$ cat config.mk
export PLATFORM = sky130hd
export DESIGN_NAME = hazard_scoreboard_ctrl_flat
export DESIGN_NICKNAME = d
export VERILOG_FILES = /design/src/rtl/hazard_scoreboard_ctrl_pkg.sv /design/src/rtl/hazard_scoreboard_ctrl_if.sv /design/src/rtl/hazard_scoreboard_ctrl_reg_scoreboard.sv /design/src/rtl/hazard_scoreboard_ctrl.sv /design/src/flat_wrapper.sv
export SDC_FILE = /design/constraint.sdc
export NUM_CORES = 1
export LEC_CHECK = 0
export ABC_AREA = 1
export CORE_MARGIN = 10
export CORE_UTILIZATION = 66
export CTS_BUF_LIST = sky130_fd_sc_hd__clkbuf_4 sky130_fd_sc_hd__clkbuf_8 sky130_fd_sc_hd__clkbuf_16
export DETAILED_ROUTE_END_ITERATION = 10
export PLACE_DENSITY = 0.95
export SETUP_SLACK_MARGIN = 0.4
export SYNTH_ARGS = -nofsm -noshare
export SYNTH_HDL_FRONTEND = slang
export SYNTH_HIERARCHICAL = 1
export SYNTH_SLANG_ARGS = --single-unit
$ cat constraint.sdc
create_clock -name clk -period 6.7 [get_ports clk]
set_input_delay 0.67 -clock clk [delete_from_list [all_inputs] [get_ports clk]]
set_output_delay 0.67 -clock clk [all_outputs]
set_load 0.01 [all_outputs]
$ cat src/rtl/hazard_scoreboard_ctrl_pkg.sv
// Shared control-path types for the pipeline hazard/flush controller:
// FSM states and the bit positions of the stall/flush vectors.
package hazard_scoreboard_ctrl_pkg;

  typedef enum logic [1:0] {
    RUN         = 2'd0,
    REDIR_WAIT  = 2'd1,
    FENCE_DRAIN = 2'd2,
    FENCE_FLUSH = 2'd3
  } ctrl_state_e;

  // stall vector bit positions
  localparam int STG_PC     = 0;
  localparam int STG_IFID   = 1;
  localparam int STG_IDEXE  = 2;
  localparam int STG_EXEMEM = 3;
  localparam int STG_MEMWB  = 4;

  // flush vector bit positions
  localparam int FL_IFID   = 0;
  localparam int FL_IDEXE  = 1;
  localparam int FL_EXEMEM = 2;
  localparam int FL_MEMWB  = 3;

endpackage

$ cat src/rtl/hazard_scoreboard_ctrl_if.sv
// Pipeline-side bundle of the hazard controller: ID operands, hazard sources
// and the stall/flush/ack controls returned to the pipeline registers.
interface hazard_scoreboard_ctrl_if #(
  parameter int REG_ADDR_W = 5,
  parameter int CNT_W      = 3
);
  logic [REG_ADDR_W-1:0] rs1_addr_id;
  logic [REG_ADDR_W-1:0] rs2_addr_id;
  logic                  use_rs1_id;
  logic                  use_rs2_id;
  logic [REG_ADDR_W-1:0] rd_addr_id;
  logic                  valid_id;
  logic [CNT_W-1:0]      issue_lat;
  logic                  fence_req;
  logic                  redirect;
  logic                  trap_flush;
  logic                  if_stall;
  logic                  mem_stall;
  logic [4:0]            stall;
  logic [3:0]            flush;
  logic                  redirect_ack;
  logic                  fence_done;

  modport master (
    output rs1_addr_id, rs2_addr_id, use_rs1_id, use_rs2_id, rd_addr_id, valid_id,
    output issue_lat, fence_req, redirect, trap_flush, if_stall, mem_stall,
    input  stall, flush, redirect_ack, fence_done
  );

  modport slave (
    input  rs1_addr_id, rs2_addr_id, use_rs1_id, use_rs2_id, rd_addr_id, valid_id,
    input  issue_lat, fence_req, redirect, trap_flush, if_stall, mem_stall,
    output stall, flush, redirect_ack, fence_done
  );
endinterface

$ cat src/rtl/hazard_scoreboard_ctrl_reg_scoreboard.sv
// Per-register latency scoreboard: cnt[r] is the number of cycles until r is
// forwardable. x0 is never written, so it always reads as ready.
module hazard_scoreboard_ctrl_reg_scoreboard #(
  parameter int REG_ADDR_W = 5,
  parameter int CNT_W      = 3
) (
  input  logic                  clk,
  input  logic                  rstn,
  input  logic                  clear,
  input  logic                  freeze,
  input  logic                  wr_en,
  input  logic [REG_ADDR_W-1:0] wr_addr,
  input  logic [CNT_W-1:0]      wr_lat,
  input  logic [REG_ADDR_W-1:0] rs1_addr,
  input  logic [REG_ADDR_W-1:0] rs2_addr,
  output logic                  busy1,
  output logic                  busy2,
  output logic                  empty
);
  localparam int N_REGS = 2 ** REG_ADDR_W;

  logic [CNT_W-1:0] cnt_r [N_REGS];
  logic             any_busy_s;

  // Counter array: the entry being written takes the new latency, all others count down.
  always_ff @(posedge clk) begin
    if (!rstn || clear) begin
      for (int i = 0; i < N_REGS; i++) cnt_r[i] <= '0;
    end else if (!freeze) begin
      for (int i = 0; i < N_REGS; i++) begin
        if (wr_en && (wr_addr == REG_ADDR_W'(i)) && (i != 0)) begin
          cnt_r[i] <= wr_lat;
        end else if (cnt_r[i] != '0) begin
          cnt_r[i] <= cnt_r[i] - CNT_W'(1);
        end else begin
          cnt_r[i] <= cnt_r[i];
        end
      end
    end else begin
      cnt_r <= cnt_r;
    end
  end

  // Empty flag over the trackable registers.
  always_comb begin
    any_busy_s = 1'b0;
    for (int i = 1; i < N_REGS; i++) begin
      any_busy_s = any_busy_s | (cnt_r[i] != '0);
    end
  end

  assign busy1 = (rs1_addr != '0) && (cnt_r[rs1_addr] != '0);
  assign busy2 = (rs2_addr != '0) && (cnt_r[rs2_addr] != '0);
  assign empty = ~any_busy_s;

endmodule

$ cat src/rtl/hazard_scoreboard_ctrl.sv
// Hazard/flush controller for the 5-stage core: latency scoreboard, redirect-wait
// and fence drain sequencing, resolved into one stall/flush action per cycle.
module hazard_scoreboard_ctrl
  import hazard_scoreboard_ctrl_pkg::*;
#(
  parameter int REG_ADDR_W = 5,
  parameter int MAX_LAT    = 7,
  parameter int CNT_W      = 3
) (
  input  logic                   clk,
  input  logic                   rstn,
  hazard_scoreboard_ctrl_if.slave ctrl
);
  ctrl_state_e          state_r;
  ctrl_state_e          state_nxt_s;
  logic [STG_MEMWB:0]   stall_s;
  logic [FL_MEMWB:0]    flush_s;
  logic                 redirect_ack_s;
  logic                 fence_done_s;
  logic                 busy1_s;
  logic                 busy2_s;
  logic                 sb_empty_s;
  logic                 hazard_id_s;
  logic                 fence_active_s;
  logic                 issue_fire_s;
  logic                 sb_wr_en_s;
  logic [CNT_W-1:0]     wr_lat_s;

  hazard_scoreboard_ctrl_reg_scoreboard #(
    .REG_ADDR_W (REG_ADDR_W),
    .CNT_W      (CNT_W)
  ) u_sb (
    .clk      (clk),
    .rstn     (rstn),
    .clear    (ctrl.trap_flush),
    .freeze   (ctrl.mem_stall),
    .wr_en    (sb_wr_en_s),
    .wr_addr  (ctrl.rd_addr_id),
    .wr_lat   (wr_lat_s),
    .rs1_addr (ctrl.rs1_addr_id),
    .rs2_addr (ctrl.rs2_addr_id),
    .busy1    (busy1_s),
    .busy2    (busy2_s),
    .empty    (sb_empty_s)
  );

  assign hazard_id_s    = (ctrl.use_rs1_id & busy1_s) | (ctrl.use_rs2_id & busy2_s);
  assign fence_active_s = (state_r == FENCE_DRAIN) |
                          ((state_r == RUN) & ctrl.fence_req & ctrl.valid_id);
  assign issue_fire_s   = ctrl.valid_id & ~stall_s[STG_IDEXE] & ~flush_s[FL_IDEXE] & ~hazard_id_s;
  assign sb_wr_en_s     = issue_fire_s & (ctrl.rd_addr_id != '0) & (ctrl.issue_lat != '0);
  assign wr_lat_s       = (int'(ctrl.issue_lat) > MAX_LAT) ? CNT_W'(MAX_LAT) : ctrl.issue_lat;

  // Priority mux: exactly one action per cycle, plus the next FSM state.
  always_comb begin
    stall_s        = '0;
    flush_s        = '0;
    redirect_ack_s = 1'b0;
    fence_done_s   = 1'b0;
    state_nxt_s    = state_r;
    if (!rstn) begin
      flush_s     = 4'hF;
      state_nxt_s = RUN;
    end else if (ctrl.trap_flush) begin
      flush_s     = 4'hF;
      state_nxt_s = RUN;
    end else if (ctrl.mem_stall) begin
      stall_s[STG_EXEMEM:STG_PC] = 4'hF;
      flush_s[FL_MEMWB]          = 1'b1;
    end else if ((state_r == REDIR_WAIT) || ((state_r == RUN) && ctrl.redirect)) begin
      if (ctrl.if_stall) begin
        stall_s[STG_IDEXE:STG_PC] = 3'b111;
        flush_s[FL_EXEMEM]        = 1'b1;
        state_nxt_s               = REDIR_WAIT;
      end else begin
        flush_s[FL_IDEXE:FL_IFID] = 2'b11;
        redirect_ack_s            = 1'b1;
        state_nxt_s               = RUN;
      end
    end else if ((state_r == FENCE_FLUSH) || (fence_active_s && sb_empty_s)) begin
      // Drained: the fence issues and the younger fetch is discarded for refetch.
      fence_done_s      = 1'b1;
      flush_s[FL_IFID]  = 1'b1;
      state_nxt_s       = RUN;
    end else if (fence_active_s) begin
      stall_s[STG_IFID:STG_PC] = 2'b11;
      flush_s[FL_IDEXE]        = 1'b1;
      state_nxt_s              = FENCE_DRAIN;
    end else if (hazard_id_s) begin
      stall_s[STG_IFID:STG_PC] = 2'b11;
      flush_s[FL_IDEXE]        = 1'b1;
    end else if (ctrl.if_stall) begin
      stall_s[STG_PC]  = 1'b1;
      flush_s[FL_IFID] = 1'b1;
    end else begin
      state_nxt_s = state_r;
    end
  end

  // Sequencing state.
  always_ff @(posedge clk) begin
    if (!rstn) begin
      state_r <= RUN;
    end else begin
      state_r <= state_nxt_s;
    end
  end

  assign ctrl.stall        = stall_s;
  assign ctrl.flush        = flush_s;
  assign ctrl.redirect_ack = redirect_ack_s;
  assign ctrl.fence_done   = fence_done_s;

endmodule

$ cat src/flat_wrapper.sv
// flat-port wrapper written by rule: the top's interface ports become plain ports
module hazard_scoreboard_ctrl_flat import hazard_scoreboard_ctrl_pkg::*;
#(
  parameter int REG_ADDR_W = 5,
  parameter int MAX_LAT    = 7,
  parameter int CNT_W      = 3
)
  (clk, rstn, ctrl_rs1_addr_id, ctrl_rs2_addr_id, ctrl_use_rs1_id, ctrl_use_rs2_id, ctrl_rd_addr_id, ctrl_valid_id, ctrl_issue_lat, ctrl_fence_req, ctrl_redirect, ctrl_trap_flush, ctrl_if_stall, ctrl_mem_stall, ctrl_stall, ctrl_flush, ctrl_redirect_ack, ctrl_fence_done);
  hazard_scoreboard_ctrl_if #(.REG_ADDR_W(REG_ADDR_W), .CNT_W(CNT_W)) ctrl_i ();
  input  logic clk;
  input  logic rstn;
  input wire logic [$bits(ctrl_i.rs1_addr_id)-1:0] ctrl_rs1_addr_id;
  input wire logic [$bits(ctrl_i.rs2_addr_id)-1:0] ctrl_rs2_addr_id;
  input wire logic [$bits(ctrl_i.use_rs1_id)-1:0] ctrl_use_rs1_id;
  input wire logic [$bits(ctrl_i.use_rs2_id)-1:0] ctrl_use_rs2_id;
  input wire logic [$bits(ctrl_i.rd_addr_id)-1:0] ctrl_rd_addr_id;
  input wire logic [$bits(ctrl_i.valid_id)-1:0] ctrl_valid_id;
  input wire logic [$bits(ctrl_i.issue_lat)-1:0] ctrl_issue_lat;
  input wire logic [$bits(ctrl_i.fence_req)-1:0] ctrl_fence_req;
  input wire logic [$bits(ctrl_i.redirect)-1:0] ctrl_redirect;
  input wire logic [$bits(ctrl_i.trap_flush)-1:0] ctrl_trap_flush;
  input wire logic [$bits(ctrl_i.if_stall)-1:0] ctrl_if_stall;
  input wire logic [$bits(ctrl_i.mem_stall)-1:0] ctrl_mem_stall;
  output wire logic [$bits(ctrl_i.stall)-1:0] ctrl_stall;
  output wire logic [$bits(ctrl_i.flush)-1:0] ctrl_flush;
  output wire logic [$bits(ctrl_i.redirect_ack)-1:0] ctrl_redirect_ack;
  output wire logic [$bits(ctrl_i.fence_done)-1:0] ctrl_fence_done;
  assign ctrl_i.rs1_addr_id = ctrl_rs1_addr_id;
  assign ctrl_i.rs2_addr_id = ctrl_rs2_addr_id;
  assign ctrl_i.use_rs1_id = ctrl_use_rs1_id;
  assign ctrl_i.use_rs2_id = ctrl_use_rs2_id;
  assign ctrl_i.rd_addr_id = ctrl_rd_addr_id;
  assign ctrl_i.valid_id = ctrl_valid_id;
  assign ctrl_i.issue_lat = ctrl_issue_lat;
  assign ctrl_i.fence_req = ctrl_fence_req;
  assign ctrl_i.redirect = ctrl_redirect;
  assign ctrl_i.trap_flush = ctrl_trap_flush;
  assign ctrl_i.if_stall = ctrl_if_stall;
  assign ctrl_i.mem_stall = ctrl_mem_stall;
  assign ctrl_stall = ctrl_i.stall;
  assign ctrl_flush = ctrl_i.flush;
  assign ctrl_redirect_ack = ctrl_i.redirect_ack;
  assign ctrl_fence_done = ctrl_i.fence_done;
  hazard_scoreboard_ctrl #(.REG_ADDR_W(REG_ADDR_W), .MAX_LAT(MAX_LAT), .CNT_W(CNT_W)) u_core (.clk(clk), .rstn(rstn), .ctrl(ctrl_i));
endmodule
==> impl_metrics.csv <==
group,metric,value,unit
detailed_routing,routed.top_layer,"met4",
cells_and_area,final_area,0.00843,mm²
place,postPlaceCellArea,0.00811,mm²
detailed_routing,totalWireLength,23400,µm
power_and_ir_drop,p_leak,3.90,nW
sta,hold_viol,0,
worst_setup_path,startpoint_type,"primary input",
cells_and_area,drive_gt1_frac,0.0441,
worst_setup_path,critPathMaxFanout,22,
clock_network,clk_path_buf_depth,2,
min_path,hold_class,"register to register",
sta,slew_headroom,0.332,
place,place_ws,1680,ps
worst_setup_path,cp_common_cell,"nand2_1",
cells_and_area,syn_to_final_growth,10.2,%
die,die_h,128,µm
global_routing,grt_max_degree,66,
sta,period_share,0.734,
clock_network,holdBufCountCts,0,
cells_and_area,layout.nets,1334,
detailed_routing,drt_iter0_markers,1183,
power_and_ir_drop,vdd_drop_max,0.163,mV
synthesis,ys_types,42,
run,maxCapViolations,0,
worst_setup_path,endpoint,"u_core/u_sb/cnt_r[22]$_SDFFE_PP0P_",
clock_network,tritoncts,"built",
die,fp-row-count,39,
detailed_routing,routedWlPerCell,16.8,µm
worst_setup_path,end_kind,"register",
sta,worst_pin_slew,1000,ps
die,floorplan.initialDensity,0.673,
detailed_routing,drc,0,
sta,finalMaxSlewViolations,0,
sta,timing.fmax,203,MHz
cells_and_area,layout_commonest_cell,"nand2_1",
clock_network,h-tree-depth,3,
place,port-buffer-count,37,
worst_setup_path,slowest_stage,"clkdlybuf4s50_1",
global_routing,grt-ovfl-total,0,
sta,grt_setup_unrepaired,"false",
synthesis,synth_top_family_by_area,"simple AND/OR/NAND/NOR gates",
global_routing,track_usage,0.283,
clock_network,root_buffer,"clkbuf_16",
detailed_routing,vias,8460,
power_and_ir_drop,p_per_area,159,mW/mm²
global_routing,first_global_vias,7807,
cells_and_area,fillers,913,
synthesis,synthMuxAreaShare,0.00393,
worst_setup_path,r2r_setup_slack,2570,ps
global_routing,grt_pass1_wl,38100,µm
synthesis,syn_nets,1313,
cells_and_area,final_cell_mix,"nand2_1, inv_1, o21ai_0",
worst_setup_path,reg2reg_from,"u_core/u_sb/cnt_r[36]$_SDFFE_PP0P_",
synthesis,async_reset_ff_frac,0,
die,die_w,128,µm
synthesis,synth_compound_area_frac,0.213,
worst_setup_path,critPathLaunch,"ctrl_rs1_addr_id[0]",
clock_network,clock_latency,360,ps
worst_setup_path,criticalPathCategory,"primary input to register",
clock_network,post_cts_buffers,0,
detailed_routing,wl_met1,9000,µm
sta,setup_slack,1780,ps
synthesis,synth_cells,1221,
synthesis,synth.cell_area,0.00765,mm²
detailed_routing,wl_met2,10200,µm
clock_network,cts_resized,0,
die,core_area,0.0114,mm²
place,hpwl,16300,µm
cells_and_area,antenna_cells,0,
clock_network,cts_sinks,98,
die,die_area,0.0163,mm²
synthesis,synth_adder_area_share,0.105,
place,gp_congestion,1.04,
detailed_routing,wl_met3,2800,µm
worst_setup_path,required,6940,ps
sta,setup_viol,0,
die,io_pins,39,
worst_setup_path,crit_arrival,5160,ps
clock_network,cts_made_buffers,9,
sta,fin_crit,4920,ps
synthesis,synthFlopType,"dfxtp_1",
clock_network,clk_pin_slew,70,ps
worst_setup_path,max_stage_delay,930,ps
synthesis,syn_area_per_cell,6.26,µm²
status,status,"completed",
global_routing,grt_antenna_before_repair,0,
sta,fin_skew,8.31,ps
synthesis,synth_xor_area_frac,0.0286,
detailed_routing,drtAntennaViolNets,0,
synthesis,synth_seq_cells,98,
synthesis,synth_seq_area_share,0.257,
synthesis,synth_edf_count,0,
detailed_routing,dr.pass1.iters,6,
worst_setup_path,reg2regPathDepth,17,
worst_setup_path,path_cells,"clkdlybuf4s50_1, inv_1, o21ai_0, nand2_1, nand2_1, nand2_1, nand2_1, nand2_1, nand3_1, nand2_1, nand2_1, nand2_1, inv_1, nand3_1, a21oi_1, nand2_2, a21oi_2, nand2_1, inv_1, nand2_1, nor2_1, o21ai_2, o21ai_0, a21oi_1",
detailed_routing,viasPerCell,6.09,
synthesis,yosysWarnings,6,
sta,tns,0,ps
cells_and_area,final_util,0.741,
worst_setup_path,regToRegEndpoint,"u_core/u_sb/cnt_r[22]$_SDFFE_PP0P_",
synthesis,synthSimpleGateAreaFrac,0.292,
==> cell families (layout without fill, tap and decap cells) <==
family          after synthesis  after routing
mux                           3              3
fa+ha+maj                    64             64
buf+inv                     200            226
xor+xnor                     25             25
flops                        98             98
other cells                   1              1
compound gates              301            301
simple gates                529            529
==> worst min-delay path by stage <==
stage | cells past startpoint | startpoint | slack (ps) | end
after global routing | 2 | u_core/u_sb/cnt_r[68]$_SDFFE_PP0P_ | 510 | u_core/u_sb/cnt_r[68]$_SDFFE_PP0P_
after global placement | 2 | u_core/u_sb/cnt_r[17]$_SDFFE_PP0P_ | 460 | u_core/u_sb/cnt_r[17]$_SDFFE_PP0P_
after floorplan | 2 | u_core/u_sb/cnt_r[17]$_SDFFE_PP0P_ | 450 | u_core/u_sb/cnt_r[17]$_SDFFE_PP0P_
after CTS | 2 | u_core/u_sb/cnt_r[50]$_SDFFE_PP0P_ | 490 | u_core/u_sb/cnt_r[50]$_SDFFE_PP0P_
final | 2 | u_core/u_sb/cnt_r[50]$_SDFFE_PP0P_ | 480 | u_core/u_sb/cnt_r[50]$_SDFFE_PP0P_
after detailed placement | 2 | u_core/u_sb/cnt_r[86]$_SDFFE_PP0P_ | 480 | u_core/u_sb/cnt_r[86]$_SDFFE_PP0P_
==> critical path, delay by kind of cell <==
| family | cells | cell delay, ps |
|---|---|---|
| AO/OA/AOI/OAI | 6 | 1080 |
| AND/OR/NAND/NOR | 14 | 1500 |
| buffers and inverters | 4 | 1910 |
==> Yosys cell counts, types with 8 or more instances <==
cell type	instances	share of area
nand2_1	311	0.15
inv_1	161	0.079
o21ai_0	158	0.10
a21oi_1	98	0.064
dfxtp_1	98	0.26
nor2_1	85	0.042
nand3_1	83	0.054
ha_1	64	0.10
clkbuf_1	18	0.0088
nor3_1	17	0.011
xnor2_1	14	0.016
xor2_1	11	0.013
o21ai_2	10	0.011
a211oi_1	9	0.0088
o21ai_1	9	0.0059
nand4_1	8	0.0065
o21a_1	8	0.0079
==> metrics by stage <==
step	total power, mW	cells	hold slack [ps]
after CTS	1.33	1390	486
final	1.34	1390	483
after global placement	0.767	1374	459
after detailed placement	0.770	1374	479
after global routing	1.38	1390	512
after floorplan	0.706	1221	450
==> where the power goes <==
group / switching, mW / internal, mW / leakage (nW)
combinational: 0.120 / 0.0592 / 2.95
clock: 0.235 / 0.340 / 0.159
sequential: 0.00138 / 0.584 / 0.789
==> metal layers <==
| layer | vias to the layer above | GRT usage |
|---|---|---|
| li1 | 4016 | - |
| met1 | 3746 | 0.342 |
| met2 | 572 | 0.439 |
| met3 | 126 | 0.0831 |
| met4 | 0 | 0.166 |
| met5 | - | 0 |
==> area by class of cell <==
type | count | area, µm² | area share
clock buffer | 11 | 246 | 0.0292
clock inverter | 5 | 77.6 | 0.00920
inverter | 167 | 629 | 0.0747
multi-input combinational | 923 | 4920 | 0.584
sequential | 98 | 1960 | 0.233
tap | 143 | 179 | 0.0212
timing repair buffer | 43 | 415 | 0.0493
==> flip-flops by register name, indices dropped and copies added, names as in the netlist <==
name / cells
u_core/state_r: 2
u_core/u_sb/cnt_r: 96
(Power assumes the default switching activity.)
